--- src/rtl/regfile_pkg.sv ---
// Shared types and defaults for the register-file write-port arbiter.
// Build option: REGFILE_CLEAR_EN enables the post-reset clear sequence.
package regfile_pkg;

    localparam int RF_DATA_WIDTH  = 32;
    localparam int RF_WORDS       = 32;
    localparam int RF_SELECT_SIZE = 5;

    typedef logic [RF_SELECT_SIZE-1:0] reg_sel_t;
    typedef logic [RF_DATA_WIDTH-1:0]  reg_data_t;

    typedef enum logic {
        CLEAR,
        IDLE
    } arb_state_t;

    localparam int REG_ZERO = 0;

endpackage

--- src/rtl/regfile_write_arbiter_rr_arbiter.sv ---
// Round-robin grant: first valid index after the last winner.
// The pointer only moves when the winner's transfer completes.
module rr_arbiter #(
    parameter int NUM_REQ = 2
) (
    input  logic               clk_i,
    input  logic               reset_i,
    input  logic [NUM_REQ-1:0] valid_i,
    input  logic               advance_i,
    output logic [NUM_REQ-1:0] grant_o
);

    localparam int LW = (NUM_REQ > 1) ? $clog2(NUM_REQ) : 1;

    logic [LW-1:0] last_q;
    logic [LW-1:0] last_d;
    logic          found;

    always_comb begin
        grant_o = '0;
        last_d  = last_q;
        found   = 1'b0;
        for (int i = 1; i <= NUM_REQ; i++) begin
            if (!found && valid_i[LW'((int'(last_q) + i) % NUM_REQ)]) begin
                found = 1'b1;
                grant_o[LW'((int'(last_q) + i) % NUM_REQ)] = 1'b1;
                last_d = LW'((int'(last_q) + i) % NUM_REQ);
            end
        end
    end

    // Reset to the top index so requester 0 is searched first.
    always_ff @(posedge clk_i) begin
        if (!reset_i) begin
            last_q <= LW'(NUM_REQ - 1);
        end else if (advance_i) begin
            last_q <= last_d;
        end
    end

endmodule

--- src/rtl/regfile_write_arbiter.sv ---
// Shares the register file's single write port among NUM_REQ requesters.
// Define REGFILE_CLEAR_EN to zero x1..x(WORDS-1) after every reset.
module regfile_write_arbiter
    import regfile_pkg::*;
#(
    parameter int DATA_WIDTH  = RF_DATA_WIDTH,
    parameter int WORDS       = RF_WORDS,
    parameter int SELECT_SIZE = RF_SELECT_SIZE,
    parameter int NUM_REQ     = 2
) (
    input  logic                           clk_i,
    input  logic                           reset_i,
    input  logic [NUM_REQ-1:0]             req_valid_i,
    output logic [NUM_REQ-1:0]             req_ready_o,
    input  logic [NUM_REQ*SELECT_SIZE-1:0] req_dst_i,
    input  logic [NUM_REQ*DATA_WIDTH-1:0]  req_data_i,
    output logic                           reg_we_o,
    output logic [SELECT_SIZE-1:0]         reg_dst_o,
    output logic [DATA_WIDTH-1:0]          data_o,
    output logic [NUM_REQ-1:0]             grant_o,
    output logic                           busy_o
);

    logic                   we_q;
    logic [SELECT_SIZE-1:0] dst_q;
    logic [DATA_WIDTH-1:0]  data_q;
    logic [NUM_REQ-1:0]     grant_q;
    logic [NUM_REQ-1:0]     arb_grant;
    logic [SELECT_SIZE-1:0] win_dst;
    logic [DATA_WIDTH-1:0]  win_data;
    logic [SELECT_SIZE-1:0] clr_sel;
    logic                   xfer;

`ifdef REGFILE_CLEAR_EN
    arb_state_t             state_q;
    logic [SELECT_SIZE-1:0] cnt_q;

    always_ff @(posedge clk_i) begin
        if (!reset_i) begin
            state_q <= CLEAR;
            cnt_q   <= SELECT_SIZE'(1);
        end else if (state_q == CLEAR) begin
            if (cnt_q == SELECT_SIZE'(WORDS - 1)) begin
                state_q <= IDLE;
            end else begin
                cnt_q <= cnt_q + 1'b1;
            end
        end
    end

    assign busy_o  = (state_q == CLEAR);
    assign clr_sel = cnt_q;
`else
    assign busy_o  = 1'b0;
    assign clr_sel = '0;
`endif

    assign req_ready_o = (reset_i && !busy_o) ? arb_grant : '0;
    assign xfer        = |req_ready_o;

    rr_arbiter #(
        .NUM_REQ(NUM_REQ)
    ) u_rr (
        .clk_i    (clk_i),
        .reset_i  (reset_i),
        .valid_i  (req_valid_i),
        .advance_i(xfer),
        .grant_o  (arb_grant)
    );

    always_comb begin
        win_dst  = '0;
        win_data = '0;
        for (int k = 0; k < NUM_REQ; k++) begin
            if (req_ready_o[k]) begin
                win_dst  = req_dst_i[k*SELECT_SIZE +: SELECT_SIZE];
                win_data = req_data_i[k*DATA_WIDTH +: DATA_WIDTH];
            end
        end
    end

    // Writes to x0 still win the port but never pulse the enable.
    always_ff @(posedge clk_i) begin
        if (!reset_i) begin
            we_q    <= 1'b1;
            dst_q   <= '0;
            data_q  <= '0;
            grant_q <= '0;
        end else if (busy_o) begin
            we_q    <= 1'b0;
            dst_q   <= clr_sel;
            data_q  <= '0;
            grant_q <= '0;
        end else if (xfer) begin
            we_q    <= (int'(win_dst) == REG_ZERO);
            dst_q   <= win_dst;
            data_q  <= win_data;
            grant_q <= req_ready_o;
        end else begin
            we_q    <= 1'b1;
            grant_q <= '0;
        end
    end

    assign reg_we_o  = we_q;
    assign reg_dst_o = dst_q;
    assign data_o    = data_q;
    assign grant_o   = grant_q;

endmodule

--- config.mk ---
export PLATFORM = sky130hd
export DESIGN_NAME = regfile_write_arbiter
export DESIGN_NICKNAME = d
export VERILOG_FILES = /design/src/rtl/regfile_pkg.sv /design/src/rtl/regfile_write_arbiter_rr_arbiter.sv /design/src/rtl/regfile_write_arbiter.sv
export SDC_FILE = /design/constraint.sdc
export NUM_CORES = 1
export LEC_CHECK = 0
export BUFFER_PORTS_ARGS = -buffer_cell sky130_fd_sc_hd__clkbuf_2
export CAP_MARGIN = 0
export CORE_ASPECT_RATIO = 1.1
export CORE_MARGIN = 2
export CORE_UTILIZATION = 34
export CTS_BUF_LIST = sky130_fd_sc_hd__clkbuf_2
export DETAILED_ROUTE_END_ITERATION = 8
export MAX_ROUTING_LAYER = met4
export PLACE_DENSITY = 0.66
export SLEW_MARGIN = 10
export SYNTH_ARGS = -nofsm -noshare
export SYNTH_HDL_FRONTEND = slang
export SYNTH_HIERARCHICAL = 1
export SYNTH_SLANG_ARGS = --single-unit
--- constraint.sdc ---
create_clock -name clk_i -period 3.1 [get_ports clk_i]
set_input_delay 0.31 -clock clk_i [delete_from_list [all_inputs] [get_ports clk_i]]
set_output_delay 0.31 -clock clk_i [all_outputs]
set_load 0.01 [all_outputs]
== After elaboration in Yosys (flattened, before gate mapping) ==
Cells that the tools add are included.
Word-level totals
  bits in registers: 41
  input bits: 78
  word-level logic and storage cells: 39
Operators by class
  add/subtract/negate cells: 2
  $lt $le $gt $ge: 4
  muxes and demuxes: 18
  bitwise operators: 1
  reduce and logical (&&, ||, !) cells: 9
Operators with widths (number)
  $mux 32: 2
  $mux 5: 2
  $mux 1: 9
  $lt 1x3->1 const B: 2
  $mux 2: 3
  $logic_not 5->1: 1
  $reduce_and 2->1: 2
  $logic_and 1x1->1: 3
  $add 1x1->1 const B: 2
  $demux 1 s1: 2
  $ge 1x1->1 const B: 2
  $or 2x2->2: 1
  $reduce_bool 2->1: 1
  $reduce_or 2->1: 1
  $logic_not 1->1: 1

== Longest topological paths before layout ==
  depth after elaboration: 12
  gate-level depth with buffers: 7

== By module ==
Netlist, hierarchy kept.
Modules (own cells, without submodules)
  regfile_write_arbiter: times used 1, cells each 213, area each 1885.6 µm²
  rr_arbiter: times used 1, cells each 7, area each 58.8 µm²

== Least setup slack after synthesis ==
OpenSTA, ideal clock, no wires.
  path type: input port to flip-flop
  start point: input req_valid_i[0]
  end point: register u_rr.last_q
  data arrival time: 1455 ps
  data required time: 2983 ps
  path slack: 1528 ps
  stages on the path: 7
  buffers on the path: 2
  path through: and2_2 buf_6 buf_4 and2_1 or2_2 a21oi_1 o21ai_2
On the way
  cells in the longest elaborated chain, start to end: 9
  elaborated cells between the ends (all ways): 15
  classes of those cells: mux (9); bitwise (1); reduce/logical (5)
Ends and longest elaborated chain
  start, declared: RTL line regfile_write_arbiter.sv:13  | input logic [NUM_REQ-1:0] req_valid_i,
  $mux 1 (not written as such) (2 in a row): RTL line regfile_write_arbiter_rr_arbiter.sv:24  | if (!found && valid_i[LW'((int'(last_q) + i) % NUM_REQ)]) begin
  $mux 1: RTL line regfile_write_arbiter_rr_arbiter.sv:24
  $logic_not 1->1: RTL line regfile_write_arbiter_rr_arbiter.sv:24
  $logic_and 1x1->1: RTL line regfile_write_arbiter_rr_arbiter.sv:24
  $mux 2 (*): RTL line regfile_write_arbiter_rr_arbiter.sv:24
  $mux 2 (*): RTL line regfile_write_arbiter.sv:58  | assign req_ready_o = (reset_i && !busy_o) ? arb_grant : '0;
  named net req_ready_o[0]: RTL line regfile_write_arbiter.sv:14  | output logic [NUM_REQ-1:0] req_ready_o,
  $reduce_or 2->1 (*): RTL line regfile_write_arbiter.sv:59  | assign xfer = |req_ready_o;
  named net xfer: RTL line regfile_write_arbiter.sv:32  | logic xfer;
  $reduce_and 2->1 (no line) (*)
  end signal, assigned: RTL line regfile_write_arbiter_rr_arbiter.sv:35  | last_q <= LW'(NUM_REQ - 1);
  end signal, assigned: RTL line regfile_write_arbiter_rr_arbiter.sv:37  | last_q <= last_d;
  end, declared: RTL line regfile_write_arbiter_rr_arbiter.sv:15  | logic [LW-1:0] last_q;
The timed path passes the listed nets; every way through them passes the cells marked *. The select of a mux whose other input is x is not followed.
A chain may end at the register's enable or synchronous reset.

== Worst setup path in the final report ==
  start point: register u_rr.last_q
  end point: output req_ready_o[0]
On the way
  cells in the longest elaborated chain, start to end: 9
  elaborated cells between the ends (all ways): 16
  classes of those cells: add/sub (2); order compare (4); mux (7); bitwise (1); reduce/logical (2)
Ends and longest elaborated chain
  $add 1x1->1: RTL line regfile_write_arbiter_rr_arbiter.sv:26  | grant_o[LW'((int'(last_q) + i) % NUM_REQ)] = 1'b1;
  $lt 1x3->1 (not written as such) / $ge 1x1->1 (equally long branches): RTL line regfile_write_arbiter_rr_arbiter.sv:26
  $logic_and 1x1->1 (not written as such): RTL line regfile_write_arbiter_rr_arbiter.sv:26
  $mux 1 (not written as such): RTL line regfile_write_arbiter_rr_arbiter.sv:26
  $demux 1 s1
  $mux 2: RTL line regfile_write_arbiter_rr_arbiter.sv:24
  $or 2x2->2 (no line)
  $mux 2 (*): RTL line regfile_write_arbiter_rr_arbiter.sv:24
  named net arb_grant[0]: RTL line regfile_write_arbiter.sv:28  | logic [NUM_REQ-1:0] arb_grant;
  $mux 2 (*): RTL line regfile_write_arbiter.sv:58
  end, declared: RTL line regfile_write_arbiter.sv:14
The timed path passes the listed nets; every way through them passes the cells marked *.

==> results.tsv <==
stage	metric	value	unit
outcome	outcome	finished, final reports clean	
logic_synthesis	Post-synth top flop	dfxtp_1	
timing	Slew headroom	51.41	%
floorplanning	# IOs	121	
clock_network	root buffer cell	clkbuf_2	
min_path	Hold Path Origin	req_valid_i[0]	
critical_path	critical path's top delay family	simple AND/OR/NAND/NOR gates	
layout	Area Overhead vs Synth	31.21	%
detailed_routing	wire length per cell	11.32	µm
logic_synthesis	number of synthesized flops with an enable pin	0	
power	power per cell area	406.5	nW/µm²
clock_network	clk slew on worst S/H paths	180	ps
logic_synthesis	asr flop ratio synth	0	%
detailed_routing	vias per cell	4.473	
floorplanning	core box area	5465	µm²
clock_network	CTS tree	yes	
timing	Slew @ Worst Pin	728.8	ps
critical_path	Worst path max stage delay	630	ps
detailed_routing	1st-iter DRT viols	69	
flow_run	number of max-cap violations	0	
power	P_leak	0.001312	µW
timing	period utilisation layout	66.57	%
detailed_routing	First-pass DRT Iterations	4	
global_routing	vias in the first global route	1650	
logic_synthesis	top cells by area, synth	dfxtp_1 (42%), mux2i_1 (16%), and2_1 (12%)	
min_path	Hold Path Cell Cnt	3	
critical_path	r2r setup slk	1170	ps
place	half-perimeter wire length after placement	3309	µm
place	IO buf count	117	
floorplanning	die extent in y	83.31	µm
critical_path	Req. time, crit path	2790	ps
floorplanning	Horiz. Die Dim	76.10	µm
layout	ant diodes	0	
critical_path	CP max FO	27	
place	pre-CTS setup slack	1086	ps
logic_synthesis	Mapped Avg Cell Area	8.838	µm²
timing	Final Hold Viols	0	
logic_synthesis	Synth top area share	42.21	%
detailed_routing	Routed Antenna Nets	0	
clock_network	Hold-fix buffers, CTS	0	
timing	Setup WS post-layout	1036	ps
timing	final setup violation count	0	
critical_path	Setup CP Type	flip-flop to output port	
timing	Final Max Tran Viols	0	
clock_network	clk sinks	41	
place	Placed Cells incl. Taps	394	
timing	minimum clock period	2064	ps
critical_path	RR Startpoint	u_rr/last_q$_SDFFE_PN1P_	
critical_path	CP Capture Type	output port	
global_routing	Congestion Overflow GR	0	
layout	layout cells sized above 1	39.76	%
critical_path	reg-to-reg endpoint	data_o[11]$_SDFFE_PN0P_	
global_routing	largest net degree at the start of global routing	71	
detailed_routing	Routed WL	4551	µm
global_routing	antenna violations before repair	0	
layout	Final Non-Filler Cells	402	
clock_network	Clock Latency Late Sink	370	ps
logic_synthesis	Syn. warnings	6	
timing	RSZ-0062 raised after global routing	no	
clock_network	Post-CTS Repair Setup Buffers	0	
floorplanning	FP Rows	28	
critical_path	Buf/Inv on CP	1	
logic_synthesis	FF+latch count, synth	41	
min_path	hold crit path type	primary input to flip-flop	
min_path	hold worst-path end	u_rr/last_q$_SDFFE_PN1P_	
global_routing	first-pass GRT wire length	7389	µm
floorplanning	Starting Density	35.58	%
power	Max VDD drop	0.1685	mV
clock_network	CTS H-Tree Depth	2	
floorplanning	die area	6340	µm²
detailed_routing	Remaining DRCs	0	
critical_path	CP cell instances	and2_2, and2_1, clkbuf_2	
timing	Final Skew	3.802	ps
global_routing	GRT Total Usage	14.73	%
logic_synthesis	part of the Yosys area used for sequential elements	42.21	%
logic_synthesis	Yosys top cell by area	dfxtp_1	
logic_synthesis	Yosys cell types	22	
timing	Fin Setup TNS	0	ps
logic_synthesis	Mapped Area	1944	µm²
critical_path	R2R depth	5	
clock_network	Clock Path Buffers	2	
critical_path	crit path DAT	1750	ps
place	RePlAce Congestion	0.7290	
logic_synthesis	synthesized instance count	220	
clock_network	PostCTS Resize Cnt	0	
logic_synthesis	Syn Nets	298	
detailed_routing	Vias	1798	
layout	nets	404	
critical_path	Worst setup SP type	flip-flop	
clock_network	Num CTS Buffers	5	
timing	fmax	0.4846	GHz
critical_path	slowest stage cell, crit path	and2_2	
power by group:
part / total, µW / internal [µW] / switching (µW)
clock network: 224 / 66.6 / 157
logic: 232 / 119 / 113
registers: 581 / 563 / 17.3
total: 1040 / 749 / 288
metal layers:
layer / global-route usage [%] / routed length, µm
met5: - / 0
met1: 15.46 / 1894
met2: 26.79 / 2357
met4: 5.950 / 70
met3: 3.152 / 229
Yosys cell counts, types with 2 or more instances:
cell type,number
nor2b_1,2
a21boi_0,4
dfxtp_1,41
buf_6,2
o21ai_2,2
clkbuf_1,6
nand2_1,36
conb_1,2
a32oi_1,3
mux2i_1,32
nor2_1,2
buf_4,8
o21ai_0,32
buf_2,3
a21oi_1,2
and2_1,37
sequential cells by signal, summed over array words and instances (netlist names):
name and count:
data_o 32, u_rr/last_q 1, reg_dst_o 5, grant_o 2, reg_we_o 1
through the flow:
stage	util [%]	instance area (µm²)	hold WS (ps)	total power [µW]
after floorplan	-	1944	369.2	737.1
after global routing	46.68	2551	199.7	1110
after global placement	45.95	2511	460.4	819.0
after detailed placement	45.95	2511	464.4	823.2
final	46.68	2551	234.3	1037
after CTS	46.68	2551	196.4	1058
worst reg2reg max path, cell delays in order (launching register included):
cell and delay (ps):
dfxtp_1 380, and2_2 630, buf_4 400, mux2i_1 220
o21ai_0 80, and2_1 150
cells in the final DEF, fill, tap and decap left out, drive strengths merged:
cell type,count
dfxtp,41
nor2b,2
nand4,1
mux2i,32
a32oi,3
nor2,2
buf,1
and3,1
a32o,1
a21boi,4
conb,2
and3b,1
o21ai,34
a21oi,2
and2,38
clkbuf,125
or2,1
nand2,36
cells by family (layout without fill, tap and decap cells):
logic type,Yosys count,after routing,synth area share (%)
flops,41,41,42.21
buf+inv,19,126,6.177
compound gates,44,44,13.06
mux,32,32,16.47
simple gates,82,82,21.69
other cells,2,2,0.3862
worst max-delay path by stage:
| stage | endpoint | from | slack [ps] | cells after the start |
|---|---|---|---|---|
| after floorplan | u_rr/last_q$_SDFFE_PN1P_ | req_valid_i[0] | 1530 | 7 |
| after global placement | data_o[10]$_SDFFE_PN0P_ | req_valid_i[0] | 1110 | 6 |
| after detailed placement | data_o[11]$_SDFFE_PN0P_ | req_valid_i[0] | 1090 | 6 |
| after CTS | req_ready_o[0] | u_rr/last_q$_SDFFE_PN1P_ | 970 | 3 |
| after global routing | req_ready_o[0] | u_rr/last_q$_SDFFE_PN1P_ | 880 | 3 |
| final | req_ready_o[0] | u_rr/last_q$_SDFFE_PN1P_ | 1040 | 3 |
final cells by class:
class / count / area (µm²)
clock buffer: 8 / 40.04
fill: 576 / 2914
multi-input combinational: 160 / 1003
sequential: 41 / 820.8
tap: 75 / 93.84
timing repair buffer: 118 / 593.1
No activity file was read; power rests on OpenSTA's default activity.
